$ cat src/rtl/multicycle_alu.sv
// multicycle_alu: registered execute-stage ALU for the multicycle RV32 core.
// Base integer ops complete in one cycle; RV32M multiply/divide run through
// a fixed-latency iterative unit (shift-add multiply, restoring divide),
// one bit per clock, followed by a single sign-fix cycle.
module multicycle_alu #(
    parameter int XLEN = 32
) (
    input  logic            clk,
    input  logic            rst_n,
    input  logic            start,
    input  logic            m_ext,
    input  logic [3:0]      op,
    input  logic [XLEN-1:0] a,
    input  logic [XLEN-1:0] b,
    output logic            busy,
    output logic            done,
    output logic [XLEN-1:0] out
);

    localparam int SHW = $clog2(XLEN);

    typedef enum logic [1:0] {
        IDLE = 2'd0,
        ITER = 2'd1,
        FIX  = 2'd2
    } state_t;

    state_t state_r;
    state_t state_s;

    logic [SHW-1:0]    cnt_r;
    logic [2*XLEN-1:0] acc_r;     // mul: product; div: {remainder, quotient}
    logic [XLEN-1:0]   mcand_r;   // mul: multiplicand magnitude; div: divisor magnitude
    logic [2:0]        f3_r;
    logic              neg_r;     // negate the selected result in FIX
    logic              busy_r;
    logic              done_r;
    logic [XLEN-1:0]   out_r;

    logic              accept_s;
    logic [SHW-1:0]    shamt_s;
    logic [XLEN-1:0]   base_s;

    logic [2:0]        f3_s;
    logic              sa_s;
    logic              sb_s;
    logic              bzero_s;
    logic [XLEN-1:0]   mag_a_s;
    logic [XLEN-1:0]   mag_b_s;
    logic              neg_s;

    logic [XLEN:0]     mul_sum_s;
    logic [2*XLEN-1:0] mul_next_s;
    logic [XLEN:0]     div_shift_s;
    logic [XLEN+1:0]   div_diff_s;
    logic              div_ge_s;
    logic [2*XLEN-1:0] div_next_s;

    logic [2*XLEN-1:0] prod_s;
    logic [XLEN-1:0]   quot_s;
    logic [XLEN-1:0]   rem_s;
    logic [XLEN-1:0]   fix_s;

    assign busy     = busy_r;
    assign done     = done_r;
    assign out      = out_r;
    assign accept_s = start && (state_r == IDLE);
    assign shamt_s  = b[SHW-1:0];

    // Single-cycle base integer result, computed from the live operands.
    always_comb begin
        base_s = {XLEN{1'b0}};
        case (op)
            4'd0:    base_s = a + b;
            4'd8:    base_s = a - b;
            4'd6:    base_s = a | b;
            4'd7:    base_s = a & b;
            4'd4:    base_s = a ^ b;
            4'd1:    base_s = a << shamt_s;
            4'd5:    base_s = a >> shamt_s;
            4'd13:   base_s = $signed(a) >>> shamt_s;
            4'd2:    base_s = {{(XLEN-1){1'b0}}, ($signed(a) < $signed(b))};
            4'd3:    base_s = {{(XLEN-1){1'b0}}, (a < b)};
            4'd9:    base_s = a;
            default: base_s = {XLEN{1'b0}};
        endcase
    end

    // Operand magnitudes and result sign for an M op, decided at acceptance.
    always_comb begin
        f3_s    = op[2:0];
        sa_s    = a[XLEN-1] & ((f3_s == 3'd1) || (f3_s == 3'd2) ||
                               (f3_s == 3'd4) || (f3_s == 3'd6));
        sb_s    = b[XLEN-1] & ((f3_s == 3'd1) || (f3_s == 3'd4) || (f3_s == 3'd6));
        bzero_s = (b == {XLEN{1'b0}});
        mag_a_s = sa_s ? ({XLEN{1'b0}} - a) : a;
        mag_b_s = sb_s ? ({XLEN{1'b0}} - b) : b;
        neg_s   = 1'b0;
        if (f3_s[2] == 1'b0) begin
            neg_s = sa_s ^ sb_s;
        end else if (f3_s[1] == 1'b0) begin
            // Division by zero keeps the all-ones quotient un-negated.
            neg_s = (sa_s ^ sb_s) & ~bzero_s;
        end else begin
            // Remainder takes the dividend's sign.
            neg_s = sa_s;
        end
    end

    // One shift-add multiply step and one restoring divide step.
    always_comb begin
        mul_sum_s   = {1'b0, acc_r[2*XLEN-1:XLEN]} +
                      {1'b0, (acc_r[0] ? mcand_r : {XLEN{1'b0}})};
        mul_next_s  = {mul_sum_s, acc_r[XLEN-1:1]};
        div_shift_s = {acc_r[2*XLEN-1:XLEN], acc_r[XLEN-1]};
        div_diff_s  = {1'b0, div_shift_s} - {2'b00, mcand_r};
        div_ge_s    = ~div_diff_s[XLEN+1];
        div_next_s  = {(div_ge_s ? div_diff_s[XLEN-1:0] : div_shift_s[XLEN-1:0]),
                       acc_r[XLEN-2:0], div_ge_s};
    end

    // Sign correction and result selection for the FIX cycle.
    always_comb begin
        prod_s = neg_r ? ({(2*XLEN){1'b0}} - acc_r) : acc_r;
        quot_s = neg_r ? ({XLEN{1'b0}} - acc_r[XLEN-1:0]) : acc_r[XLEN-1:0];
        rem_s  = neg_r ? ({XLEN{1'b0}} - acc_r[2*XLEN-1:XLEN]) : acc_r[2*XLEN-1:XLEN];
        fix_s  = {XLEN{1'b0}};
        case (f3_r)
            3'd0:    fix_s = prod_s[XLEN-1:0];
            3'd1:    fix_s = prod_s[2*XLEN-1:XLEN];
            3'd2:    fix_s = prod_s[2*XLEN-1:XLEN];
            3'd3:    fix_s = prod_s[2*XLEN-1:XLEN];
            3'd4:    fix_s = quot_s;
            3'd5:    fix_s = quot_s;
            3'd6:    fix_s = rem_s;
            3'd7:    fix_s = rem_s;
            default: fix_s = {XLEN{1'b0}};
        endcase
    end

    // Next-state logic: M ops walk IDLE -> ITER (XLEN edges) -> FIX -> IDLE.
    always_comb begin
        state_s = state_r;
        case (state_r)
            IDLE: begin
                if (accept_s && m_ext) begin
                    state_s = ITER;
                end else begin
                    state_s = IDLE;
                end
            end
            ITER: begin
                if (cnt_r == SHW'(XLEN - 1)) begin
                    state_s = FIX;
                end else begin
                    state_s = ITER;
                end
            end
            FIX:     state_s = IDLE;
            default: state_s = IDLE;
        endcase
    end

    // State register.
    always_ff @(posedge clk or negedge rst_n) begin
        if (!rst_n) begin
            state_r <= IDLE;
        end else begin
            state_r <= state_s;
        end
    end

    // Datapath registers and registered handshake outputs.
    always_ff @(posedge clk or negedge rst_n) begin
        if (!rst_n) begin
            cnt_r   <= {SHW{1'b0}};
            acc_r   <= {(2*XLEN){1'b0}};
            mcand_r <= {XLEN{1'b0}};
            f3_r    <= 3'd0;
            neg_r   <= 1'b0;
            busy_r  <= 1'b0;
            done_r  <= 1'b0;
            out_r   <= {XLEN{1'b0}};
        end else begin
            done_r <= 1'b0;
            case (state_r)
                IDLE: begin
                    if (accept_s) begin
                        if (m_ext) begin
                            f3_r   <= f3_s;
                            neg_r  <= neg_s;
                            cnt_r  <= {SHW{1'b0}};
                            busy_r <= 1'b1;
                            if (f3_s[2]) begin
                                acc_r   <= {{XLEN{1'b0}}, mag_a_s};
                                mcand_r <= mag_b_s;
                            end else begin
                                acc_r   <= {{XLEN{1'b0}}, mag_b_s};
                                mcand_r <= mag_a_s;
                            end
                        end else begin
                            out_r  <= base_s;
                            done_r <= 1'b1;
                        end
                    end
                end
                ITER: begin
                    acc_r <= f3_r[2] ? div_next_s : mul_next_s;
                    cnt_r <= cnt_r + {{(SHW-1){1'b0}}, 1'b1};
                end
                FIX: begin
                    out_r  <= fix_s;
                    done_r <= 1'b1;
                    busy_r <= 1'b0;
                end
                default: begin
                    busy_r <= 1'b0;
                end
            endcase
        end
    end

endmodule

$ cat config.mk
export PLATFORM = sky130hd
export DESIGN_NAME = multicycle_alu
export DESIGN_NICKNAME = d
export VERILOG_FILES = /design/src/rtl/multicycle_alu.sv
export SDC_FILE = /design/constraint.sdc
export NUM_CORES = 1
export LEC_CHECK = 0
export ABC_CLOCK_PERIOD_IN_PS = 6100
export CELL_PAD_IN_SITES_DETAIL_PLACEMENT = 1
export CELL_PAD_IN_SITES_GLOBAL_PLACEMENT = 2
export CORE_MARGIN = 3
export CORE_UTILIZATION = 40
export DETAILED_ROUTE_END_ITERATION = 8
export PLACE_DENSITY_LB_ADDON = 0.12
export REMOVE_ABC_BUFFERS = 1
export SYNTH_ARGS = -nofsm -noshare
export SYNTH_HDL_FRONTEND = slang
export SYNTH_SLANG_ARGS = --single-unit
$ cat constraint.sdc
create_clock -name clk -period 6.1 [get_ports clk]
set_clock_uncertainty 0.2 [all_clocks]
set_input_delay 0.915 -clock clk [delete_from_list [all_inputs] [get_ports clk]]
set_output_delay 0.915 -clock clk [all_outputs]
set_load 0.02 [all_outputs]
==> summary.md, run 1 <==
| Metric | Value |
|---|---|
| DR vias/cell | `approximately 6.7` |
| HP Class | `in2async` |
| Clock Latency Late Sink | `around 0.47 ns` |
| Worst r2r dst | `acc_r[33]` |
| Most used cell, CP | `inv_1` |
| Max VDD drop | `approximately 0.24 mV` |
| Synth Cell Area | `between 20,000 and 25,000 µm²` |
| Final wirelength | `about 120 mm` |
| CTS tree | `done` |
| Critical-path cell list | `clkdlybuf4s50_1 > inv_1 > ha_1 > inv_1 > fa_1 > nor2b_1 > o311ai_0 > a21oi_1 > o211ai_1 > nand3_1 > a2111oi_0 > or3_1 > mux2i_1 > o31ai_1` |
| Largest net degree at the start of global routing | `87` |
| Status | `finished clean` |
| Most frequent cell after synthesis | `nor2_1` |
| Top cell type's share of synthesized area | `approximately 15%` |
| Seq cells post-synth | `approximately 140` |
| Max_cap viols | `0` |
| CP delay by family, top | `compound AO/OA/AOI/OAI gates` |
| Worst Tran Pin Value | `about 1.3 ns` |
| Post-synthesis async set-or-reset flop share | `between 90% and 100%` |
| FP Rows | `between 80 and 90` |
| Number of gates resized after CTS | `0` |
| DRT antenna net count | `0` |
| Die extent in x | `between 200 and 250 µm` |
| Layout Nets | `3,372` |
| Area of the multi-input gates | `18,100 µm²` |
| Synth area leaders | `dfrtp_1, ha_1, a21oi_1, nor2_1, mux4_2` |
| PD cells | `about 440 nW/µm²` |
| Remaining DRCs | `0` |
| Commonest cells post-synth | `nor2_1, nand2_1, a21oi_1` |
| Worst Path Arrival | `5.18 ns` |
| Final Hold Viols | `0` |
| Core area | `between 50,000 and 60,000 µm²` |
| CTS sink count | `roughly 140` |
| Kind of critical path | `in2reg` |
| Max Clock Freq | `between 0.15 and 0.2 GHz` |
| Cell taking the most area after synthesis | `dfrtp_1` |
| Root buffer cell | `clkbuf_16` |
| Critical path depth in cells | `14` |
| Cell count after synthesis | `3,147` |
| WL/cell | `between 20 and 30 µm` |
| Hold Slack | `approximately 0.14 ns` |
| Setup violations, final | `0` |
| Critical Path Max Stage Delay | `0.64 ns` |
| Post-synth EDFFs | `0` |
| CTS Hold Bufs | `0` |
| Avg Inst Size Synth | `7.35 µm²` |
| Post-DP HPWL | `between 90 and 100 mm` |
| Required time worst endpoint | `about 6.3 ns` |
| Critical path fanouts, max | `10` |
| RSZ-0062 raised after global routing | `no` |
| CP bufs+invs | `3` |
| Inserted Diodes | `0` |
| Distinct cells, synth | `95` |
| Total track usage | `a little under two fifths` |
| Static Leakage | `10.4 nW` |
| Initial Util | `40.7%` |
| Max clock buf depth | `2` |
| Most used DFF post-synth | `dfrtp_1` |
| Synth Warn # | `0` |
| # H-tree levels | `4` |
| Reg clk slew, reported paths | `~0.070 ns` |
| Die area | `just over 60,000 µm²` |
| Vias in the first global route | `26,092` |
| PortBufs | `between 100 and 150` |
| Postcts setup bufs | `0` |
| Seq. cell area | `3530 µm²` |
| Register area share after synthesis | `~15%` |
| Global-route wire length before repair | `around 170 mm` |
| Final period util | `between 80 and 90%` |
| Layout filler cell count | `7,089` |
| CP max stage cell | `clkdlybuf4s50_1` |
| Reg2reg path depth | `9` |
| Initial antenna violation count | `1` |
| Die height | `around 250 µm` |
| Area growth syn-to-layout | `10.8%` |
| IO Count | `106` |
| Via Count | `25,945` |
| Min cycle time layout | `~5 ns` |
| Critical path capture point | `out[24]` |
| CP endpoint kind | `flop` |
| Reg-to-reg slack, setup | `between 1 and 1.5 ns` |
| CP Launch Type | `input pin` |
| R2R Path Start | `acc_r[37]` |
| Worst rel slew slack | `about 15%` |
| Fraction of final layout cells sized beyond drive strength 1 | `under 10%` |
| TNS Setup | `0 ns` |
| Drt initial violations | `between 2,000 and 2,500` |
| Aggregate global routing overflow | `0` |
| Worst Setup SP | `a[0]` |
| GPL Wtd Cong | `1.00` |
| Final slew viol count | `0` |
| Number of buffers created by CTS | `17` |
| Detailed Routing Iterations Pass 1 | `6` |
==> cell type report <==
cell class / count / area share (%)
clock inverter: 14 / 0.742
inverter: 160 / 2.34
timing repair buffer: 204 / 7.07
tap: 756 / 3.69
multi-input combinational: 2598 / 70.7
clock buffer: 18 / 1.71
sequential: 141 / 13.8
==> worst reg2reg max path, cell delays in order, from the launching register on <==
cell	delay [ns]
dfrtp_1	0.62
ha_1	0.39
a2111oi_0	0.56
a21boi_1	0.25
o21ai_1	0.46
a21oi_1	0.33
a2111oi_4	0.64
buf_4	0.49
o21ai_0	0.22
a221o_1	0.34
==> sequential cells by signal, summed over array words and instances (netlist names) <==
name,flops
acc_r,64
cnt_r,5
mcand_r,32
neg_r,1
out,32
done,1
busy,1
f3_r,3
state_r,2
==> metrics by stage <==
stage                     power [W]  setup slack [ns]  cells  area (µm²)  util, %
after floorplan             0.00717              1.43   2899       22200        -
after detailed placement    0.00978             0.730   3859       25000     44.0
after global placement      0.00952             0.791   3859       25000     44.0
after CTS                    0.0110              1.21   3891       25600     45.1
final                        0.0112              1.08   3891       25600     45.1
after global routing         0.0120             0.847   3891       25600     45.1
==> worst min path at each step <==
stage	start	endpoint	slack [ns]
4_1_cts	rst_n	acc_r[63]	0.13
3_5_place_dp	mcand_r[18]	mcand_r[18]	0.27
3_3_place_gp	mcand_r[18]	mcand_r[18]	0.26
5_1_grt	rst_n	acc_r[63]	0.14
6_report	rst_n	acc_r[63]	0.14
2_1_floorplan	mcand_r[20]	mcand_r[20]	0.25
==> cell families (layout without fill, tap and decap cells) <==
group | count (synthesis) | in the layout | synth area share [%]
compound gates | 1136 | 1136 | 32.7
simple gates | 945 | 945 | 19.1
buf+inv | 408 | 396 | 6.72
fa+ha+maj | 178 | 178 | 9.76
mux | 170 | 170 | 10.1
xor+xnor | 169 | 169 | 6.40
flops | 141 | 141 | 15.3
==> where the power goes <==
| part | internal (W) | switching (W) |
|---|---|---|
| Combinational | 0.00306 | 0.00478 |
| Sequential | 0.00138 | 0.000767 |
| Clock | 0.000695 | 0.000489 |
==> routing by layer <==
metal	up-vias	routed length [µm]	share of wire, %	track usage (%)
met5	-	0	0	0
met4	0	5780	5.0	17.1
met3	246	6970	6.0	4.22
met2	1000	54500	47	62.3
met1	13024	48200	42	47.8
li1	11675	-	-	-
==> placed cells by master, fill, tap and decap left out, drive strengths merged, types with 20 or more instances in the layout <==
| cell | instances |
|---|---|
| a211oi | 74 |
| a21o | 53 |
| a21oi | 272 |
| a221o | 21 |
| a221oi | 29 |
| a22oi | 42 |
| a31oi | 55 |
| and2 | 20 |
| buf | 105 |
| clkdlybuf4s50 | 99 |
| dfrtp | 141 |
| ha | 174 |
| inv | 159 |
| mux2 | 21 |
| mux2i | 100 |
| mux4 | 49 |
| nand2 | 284 |
| nand2b | 21 |
| nand3 | 65 |
| nand4 | 26 |
| nor2 | 303 |
| nor2b | 27 |
| nor3 | 67 |
| nor4 | 28 |
| o211ai | 61 |
| o21a | 25 |
| o21ai | 249 |
| o21bai | 20 |
| o22ai | 20 |
| o31ai | 42 |
| or3 | 34 |
| xnor2 | 114 |
| xor2 | 55 |
No activity file was read; power rests on OpenSTA's default activity.
==> run 2: changes to the inputs <==
Settings changed: ABC_CLOCK_PERIOD_IN_PS 6100 to 4090, CORE_UTILIZATION 40 to 34.
Clock period 6.1 ns to 4.09 ns, I/O delays scaled along.
==> run 2 against run 1 <==
Sequential power is 36% higher. Global-route usage down 1.6 points. Power grew 59%. First-iteration DRC count rose by 8.6%. Clock power rose by 44%. Core utilization fell by 2.1 points. Die area grew 17%. Via count rose by 6.4%. Critical path depth is 2 lower. Hold slack better by 0.14 ns. Critical path type unchanged. Largest cell class unchanged.
==> summary.md, run 2 (same netlist as run 1, synthesis figures left out) <==
| Metric | Value |
|---|---|
| Commonest cells after routing, fill and taps aside | `buf_4, nor2_1, nand2_1, a21oi_1, o21ai_0` |
| Via Count | `about 28,000` |
| Critical path fanouts, max | `9` |
| R2R Path Start | `acc_r[0]` |
| HP Start | `mcand_r[10]` |
| Fraction of final layout cells sized beyond drive strength 1 | `roughly 18%` |
| Worst Path Arrival | `around 4.2 ns` |
| Setup violations, final | `0` |
| Final Hold Viols | `0` |
| Power Internal | `roughly 0.0083 W` |
| Clock power share | `9.6%` |
| Final period util | `a little over nine tenths` |
| Post-DP HPWL | `106 mm` |
| Die extent in x | `around 270 µm` |
| Final slew viol count | `0` |
| Reg with most FFs | `acc_r` |
| Comb pwr share | `roughly 74%` |
| Placed Cells | `~4,400` |
| CTS sink count | `around 140` |
| WL/cell | `roughly 29 µm` |
| Required time worst endpoint | `4.25 ns` |
| Power share of the sequential group | `between 10% and 20%` |
| Kind of critical path | `in2reg` |
| PD cells | `616 nW/µm²` |
| Root buffer cell | `clkbuf_16` |
| Fraction of power spent switching nets | `between 50% and 60%` |
| Worst rel slew slack | `a little over a fifth` |
| Final WS setup | `approximately 0.052 ns` |
| Max Clock Freq | `between 0.2 and 0.25 GHz` |
| Largest net degree at the start of global routing | `70` |
| GPL Wtd Cong | `between 0.9 and 1` |
| Max FFs per register | `64` |
| Worst Tran Pin Value | `1.17 ns` |
| Static Leakage | `~12 nW` |
| Hold Slack | `roughly 0.28 ns` |
| Max VDD drop | `between 0.2 and 0.3 mV` |
| Worst Setup SP | `a[0]` |
| Vias in the first global route | `~28,000` |
| CP Launch Type | `input pin` |
| IO Count | `around 110` |
| Global-route wire length before repair | `190 mm` |
| Initial Util | `around 34%` |
| Max_cap viols | `0` |
| Setup slack after placement | `-0.439 ns` |
| PortBufs | `105` |
| Tot Pwr | `0.0178 W` |
| Status | `finished clean` |
| Drt initial violations | `~2,400` |
| CTS tree | `done` |
| Clock Latency Late Sink | `about 0.46 ns` |
| FP Rows | `95` |
| DR vias/cell | `between 6 and 7` |
| Initial antenna violation count | `2` |
| CP endpoint kind | `flop` |
| Min cycle time layout | `~4 ns` |
| Final Non-Filler Cells | `4,403` |
| Number of buffers created by CTS | `17` |
| Remaining DRCs | `0` |
| Most common cell after layout, fill and taps aside | `buf_4` |
| DRT antenna net count | `0` |
| Area growth syn-to-layout | `25.0%` |
| Die height | `267 µm` |
| Core area | `about 67,000 µm²` |
| Final wirelength | `~130 mm` |
| Die area | `just over 70,000 µm²` |
| Reg clk slew, reported paths | `~0.08 ns` |
| Aggregate global routing overflow | `0` |
| Total track usage | `35.5%` |
| Max clock buf depth | `2` |
| Layout Nets | `3,768` |
| Detailed Routing Iterations Pass 1 | `6` |
| HP Class | `reg2reg` |
| Psw | `about 0.0095 W` |
| Inserted Diodes | `0` |
| # H-tree levels | `4` |
[run 2: cell type report]
| type | instances | area (µm²) |
|---|---|---|
| sequential | 141 | 3530 |
| clock buffer | 18 | 439 |
| tap | 873 | 1090 |
| clock inverter | 13 | 164 |
| multi-input combinational | 2598 | 18200 |
| fill | 8315 | 38400 |
| inverter | 160 | 604 |
| timing repair buffer | 600 | 4930 |
[run 2: worst paths after layout]
| path | cells past startpoint | end | slack (ns) |
|---|---|---|---|
| max | 12 | out[29] | 0.05 |
| min | 2 | mcand_r[10] | 0.28 |
| max reg2reg | 12 | acc_r[56] | 0.12 |
| min reg2reg | 2 | mcand_r[10] | 0.28 |
| max in group asynchronous | 3 | acc_r[22] | 2.24 |
| min in group asynchronous | 2 | acc_r[59] | 0.53 |
[run 2: power by group through the flow]
stage	combinational [W]	sequential (W)	clock (W)
after detailed placement	0.0129	0.00292	0
final	0.0132	0.00293	0.00170
after global placement	0.0126	0.00290	0
after global routing	0.0143	0.00302	0.00178
after CTS	0.0130	0.00291	0.00173
after floorplan	0.00767	0.00303	0
[run 2: what timing repair did]
item,4_1_cts,5_1_grt
pin swaps,0,1
cloned,0,0
gates resized for setup,2,9
hold endpoints to repair,3,0
endpoints found under the setup margin,3,11
setup buffers,0,1
hold buffers,1,0
[run 2: critical path: stages]
cell and delay (ns):
clkdlybuf4s50_1 0.45, buf_4 0.19, ha_1 0.27, a211oi_1 0.26, o21ai_1 0.20, o211a_1 0.29
or3_1 0.44, a211o_1 0.45, and3_1 0.21, or4_1 0.47, a41o_1 0.24, o311ai_1 0.08
[run 2: stage by stage]
stage	TNS (ns)	area (µm²)	util, %
3_3_place_gp	-3.61	28300	42.0
2_1_floorplan	-8.47	22200	-
3_5_place_dp	-5.15	28300	42.0
5_1_grt	-0.0293	28900	43.0
6_report	0	28900	43.0
4_1_cts	0	28900	42.9
[run 2: routing by layer]
layer	share of wire, %	wire [µm]	global-route usage [%]	up-vias
met5	0	0	0	-
met4	4.9	6340	16.0	0
met3	4.6	5950	2.96	249
met2	48	61400	60.5	970
met1	43	55300	45.8	13919
li1	-	-	-	12462
==> run 3: changes to the inputs <==
Settings changed: GPL_ROUTABILITY_DRIVEN set to 1, HOLD_SLACK_MARGIN set to 0.02.
==> results of run 3 <==
Final layout, timing and power as in run 2 (identical DEF).
